`src/rtl/vedic_pp_combiner.sv`:
```
// vedic_pp_combiner: folds four (W/2)x(W/2) partial products into a 2W-bit product
// using a single W-bit add per cycle.
module vedic_pp_combiner #(
    parameter int W = 16
) (
    input  logic           clk,
    input  logic           rst_n,
    input  logic           in_valid,
    output logic           in_ready,
    input  logic [W-1:0]   q0,
    input  logic [W-1:0]   q1,
    input  logic [W-1:0]   q2,
    input  logic [W-1:0]   q3,
    output logic           out_valid,
    input  logic           out_ready,
    output logic [2*W-1:0] product,
    output logic           busy
);
    localparam int H = W / 2;

    typedef enum logic [2:0] {IDLE, MID, LOW, HIGH, DONE} state_t;

    state_t       state, nxt;
    logic [W-1:0] p0, p1, p2, p3, m, u;
    logic         mc;
    logic [W:0]   s;

    always_ff @(posedge clk)
        state <= !rst_n ? IDLE : nxt;

    always_comb begin
        nxt = state;
        case (state)
            IDLE:    nxt = in_valid ? MID : IDLE;
            MID:     nxt = LOW;
            LOW:     nxt = HIGH;
            HIGH:    nxt = DONE;
            DONE:    nxt = out_ready ? IDLE : DONE;
            default: nxt = IDLE;
        endcase
    end

    // upper half of q0 lines up with the middle sum; its carry folds into u
    always_comb begin
        s = {{(H+1){1'b0}}, p0[W-1:H]} + {1'b0, m};
    end

    always_ff @(posedge clk) begin
        if (!rst_n) begin
            p0      <= '0;
            p1      <= '0;
            p2      <= '0;
            p3      <= '0;
            m       <= '0;
            mc      <= 1'b0;
            u       <= '0;
            product <= '0;
        end else begin
            if (state == IDLE && in_valid) begin
                p0 <= q0;
                p1 <= q1;
                p2 <= q2;
                p3 <= q3;
            end
            if (state == MID)
                {mc, m} <= {1'b0, p1} + {1'b0, p2};
            if (state == LOW) begin
                product[H-1:0] <= p0[H-1:0];
                product[W-1:H] <= s[H-1:0];
                u              <= ({{(W-1){1'b0}}, mc} << H) + W'(s[W:H]);
            end
            if (state == HIGH)
                product[2*W-1:W] <= p3 + u;
        end
    end

    assign in_ready  = state == IDLE;
    assign out_valid = state == DONE;
    assign busy      = state != IDLE;
endmodule

```
`config.mk`:
```
export PLATFORM = sky130hd
export DESIGN_NAME = vedic_pp_combiner
export DESIGN_NICKNAME = d
export VERILOG_FILES = /design/src/rtl/vedic_pp_combiner.sv
export SDC_FILE = /design/constraint.sdc
export NUM_CORES = 1
export LEC_CHECK = 0
export CORE_MARGIN = 8
export CORE_UTILIZATION = 40
export CTS_BUF_LIST = sky130_fd_sc_hd__clkbuf_8
export DETAILED_ROUTE_END_ITERATION = 12
export GPL_TIMING_DRIVEN = 0
export PLACE_DENSITY = 0.63
export SLEW_MARGIN = 20
export SYNTH_ARGS = -nofsm -noshare
export SYNTH_HDL_FRONTEND = slang
export SYNTH_SLANG_ARGS = --single-unit
```
`constraint.sdc`:
```
create_clock -name clk -period 3 [get_ports clk]
set_clock_uncertainty 0.05 [all_clocks]
set_input_delay 0.6 -clock clk [delete_from_list [all_inputs] [get_ports clk]]
set_output_delay 0.6 -clock clk [all_outputs]
set_load 0.02 [all_outputs]
```
## Word-level counts from Yosys, hierarchy flattened

Index checks and enable logic that the tools add are counted.

- Bits in registers: 132
- Input bits: 68
- Output and inout bits: 35
- Logic and storage cells: 24

- Add/sub/neg operators: 4
- Eq/ne operators: 4
- Muxes and demuxes: 3
- Reduce and logical (&&, ||, !) cells: 3

Operator list:

| kind | number |
|---|---|
| adder 16 x 16 -> 17 bit | 1 |
| adder 8 x 16 -> 17 bit | 1 |
| adder 16 bit | 1 |
| case mux 3 bit (5 select lines) | 1 |
| adder 9 x 9 -> 10 bit | 1 |
| equality test 3 x 2 -> 1 bit, second input constant | 2 |
| equality test 3 x 1 -> 1 bit, second input constant | 1 |
| equality test 3 bit, second input constant | 1 |
| logical NOT 3 bit | 1 |
| 2-to-1 mux 3 bit | 1 |
| nonzero test 3 bit | 1 |
| logical AND 1 bit | 1 |
| 2-to-1 mux 1 bit | 1 |

## Longest topological paths before layout

- Word-level depth: 2
- Mapped depth: 9
- Depth with buffers taken out: 9

## Worst setup path after synthesis

OpenSTA, ideal clock, no wires.

- Kind: register to register
- Start point: reg p0[8]
- End point: reg u[8]
- Library setup time: 76 ps
- Arrival: 2,146 ps
- Data required time: 2,874 ps
- Path slack: 729 ps
- Cell stages (with the launch flop): 10
- Buffers on the path: 0
- Period minus slack after synthesis: 2,271 ps
- Path through: dfxtp_1 ha_1 fa_1 a21oi_1 o211ai_1 o41a_1 and3_1 ha_1 nand2_1 a21boi_0

- Cells in the longest elaborated chain, start to end: 2

Ends and longest elaborated chain:

| item | RTL line | text |
|---|---|---|
| start, declared | 24 | `logic [W-1:0] p0, p1, p2, p3, m, u;` |
| start signal, assigned | 60 | `p0 <= q0;` |
| adder 8 x 16 -> 17 bit | 45 | `s = {{(H+1){1'b0}}, p0[W-1:H]} + {1'b0, m};` |
| adder 9 x 9 -> 10 bit | 70 | `u <= ({{(W-1){1'b0}}, mc} << H) + W'(s[W:H]);` |
| end signal, assigned | 70 |  |
| end, declared | 24 |  |

Every way passes these cells.
A chain may end at the register's enable or synchronous reset.

## Final worst setup path

- Start point: reg state[2]
- End point: out out_valid

- Cells in the longest elaborated chain, start to end: 1

Ends and longest elaborated chain:

| item | RTL line | text |
|---|---|---|
| start, declared | 23 | `state_t state, nxt;` |
| start signal, assigned | 29 | `state <= !rst_n ? IDLE : nxt;` |
| equality test 3 bit | 78 | `assign out_valid = state == DONE;` |
| end, declared | 14 | `output logic out_valid,` |

Every way passes these cells.

==> flow_summary.ini <==
[run_status]
status = finished, final reports clean

[die]
core_um2 = 15800
dieArea_um2 = 20300
io_pins = 103
die_h_um = 143
start_util_pct = 40.6
fp.dieW_um = 143
num_rows = 46

[detailed_routing]
vias = 5666
wl_per_cell_um = 15.6
dr.pass1.iters = 5
drt_iter0_drc = 290
viasPerCell = 5.06
antenna_left = 0
drt-total-wl_um = 17500
post-route-drc-count = 0

[sta]
grt_setup_unrepaired = false
finalCriticalPeriod_ps = 2610
setup_viol = 0
fin_crit_sh_pct = 86.9
tns_ps = 0
hold_viol_final = 0
tightest_slew_ps = 618
slew_headroom_pct = 58.8
setup_slack_ps = 394
timing.fmax_mhz = 384
drv_slew = 0

[cells_and_area]
drive_gt1_share_pct = 5.09
post-route-cell-area_um2 = 8110
antenna_cells = 0
fin_util_pct = 51.4
area_growth_pct = 26.7
fill_cells = 1611
final_cell_count_no_fill = 1119
nets = 996

[logic_synthesis]
synth_ff_type = dfxtp_1
synth_edf_count = 0
yosysTopAreaCell = dfxtp_1
synth.distinct_cells = 54
synth_common_cells = nand2_1, dfxtp_1, a21boi_0
synth_seq_cells = 126
syn-cell-area_um2 = 6400
synth.area.top_cells = dfxtp_1, nand2_1, a21boi_0, ha_1, o21ai_0
mappedNetlistNets = 876
yosys_warnings = 0
yosysMostFrequentCell = nand2_1
synthArstFlopShare_pct = 0
yosysTopAreaCellShare_pct = 39.4
postSynthCellCount = 770
yosysSeqAreaShare_pct = 39.4
syn_avg_cell_area_um2 = 8.31

[setup_path]
crit_path_top_delay_cell = clkdlybuf4s50_1
critPathMaxFanout = 8
cp.required_ps = 2350
path_class = flop to output port
slowest_delay_ps = 680
arrival_ps = 1960
start_kind = flop
crit_chain = nor3b_1 > clkdlybuf4s50_1
crit_family = buffers and inverters
cp-end-kind = output port
cp_num_buf_inv = 1

[clocking]
postCtsHoldBufs = 0
clock-root-buffer = clkbuf_8
cts_tree = done
cts_num_sinks = 126
clock_path_buffers = 2
cts_max_level = 4
post_cts_buffers = 0
worst_skew_pair.late_latency_ps = 450
clkTransAtPathRegs_ps = 70
cts.repair.resized = 0
cts_buffers = 17

[pwr]
pwr-share-seq_pct = 45.2
p_leak_nw = 3.14
ir_worst_vdd_mv = 0.270
power_frac_comb_pct = 15.6
power.switching_mw = 1.07
cellPowerDensity_nw_per_um2 = 501
p_int_mw = 3.00
swShare_pct = 26.3
p_clk_share_pct = 39.2

[job]
maxCapViolations = 0

[global_route]
grt_pass1_vias = 5372
grt_max_degree = 17
grt_overflow = 0
antenna_found_initial = 0
grt_first_pass_wirelength_um = 28100
grt_usage_pct = 17.7

[placement]
dpl_cell_area_um2 = 7680
dp_hpwl_um = 13400
dp.cells = 1087
place_congestion = 0.887
portBuffers = 101
place_ws_ps = 474

[worst_hold_path]
hold_class = flop to flop
area by class of cell:
type                            count  area [um^2]  area share (%)
Clock buffer                       20          275            3.39
Timing Repair Buffer              101         1010            12.5
Multi-Input combinational cell    593         3670            45.3
Buffer                             46          186            2.30
Tap cell                          216          270            3.33
Inverter                            5         18.8           0.231
Clock inverter                     12          153            1.88
Sequential cell                   126         2520            31.1
stage by stage:
step	power, mW	hold WS [ps]
CTS	4.11	412
global placement	2.50	397
detailed placement	2.51	404
global route	4.26	428
floorplan	2.24	384
finish	4.07	411
flip-flops by register name, indices dropped and copies added (netlist names), 3 cells and up:
signal and count:
m 16, product 32, p0 16, p2 16
u 10, state 3, p1 16, p3 16
power groups by stage:
| stage | sequential (mW) | combinational, mW | clock (mW) |
|---|---|---|---|
| 2_1_floorplan | 1.86 | 0.380 | 0 |
| 4_1_cts | 1.84 | 0.637 | 1.63 |
| 6_report | 1.84 | 0.635 | 1.59 |
| 3_3_place_gp | 1.87 | 0.631 | 0 |
| 3_5_place_dp | 1.88 | 0.633 | 0 |
| 5_1_grt | 1.85 | 0.707 | 1.70 |
layer usage:
layer | vias to the layer above | global-route usage [%] | routed length [um]
met3 | 23 | 4.19 | 908
li1 | 2945 | - | -
met4 | 0 | 6.43 | 328
met2 | 138 | 27.7 | 7930
met1 | 2560 | 23.1 | 8320
met5 | - | 0 | 0
path summary, 6_finish.rpt:
path	slack, ps	to	cells past startpoint	startpoint
max	390	out_valid	2	state[2]
min	410	m[5]	2	m[5]
min reg2reg	410	m[5]	2	m[5]
max reg2reg	470	u[8]	9	p0[8]
cells by family (layout without fill, tap and decap cells):
group	after synthesis	in the layout	synth area share, %
simple gates	305	305	21.8
compound gates	226	226	24.5
flops	126	126	39.4
buf+inv	51	184	3.21
fa+ha+maj	38	38	7.78
xor+xnor	23	23	3.15
mux	1	1	0.156
worst reg2reg max path, delay by kind of cell, from the launching register on:
| kind | cells | cell delay, ps |
|---|---|---|
| fa+ha+maj | 3 | 910 |
| flops | 1 | 320 |
| simple gates | 2 | 260 |
| compound gates | 4 | 920 |
placed cells by master (no fill, tap or decap), drive strengths merged, types with 7 or more instances in the layout:
master / n
nand2: 192
dfxtp: 126
clkdlybuf4s50: 101
a21boi: 85
clkbuf: 55
o21ai: 42
ha: 35
nand3: 33
a21oi: 33
and2: 19
o211ai: 14
xnor2: 14
nor2: 13
and3: 12
buf: 11
inv: 11
a21o: 10
nand3b: 9
xor2: 9
o21a: 7
a211oi: 7
No activity file was read; power rests on OpenSTA's default activity.
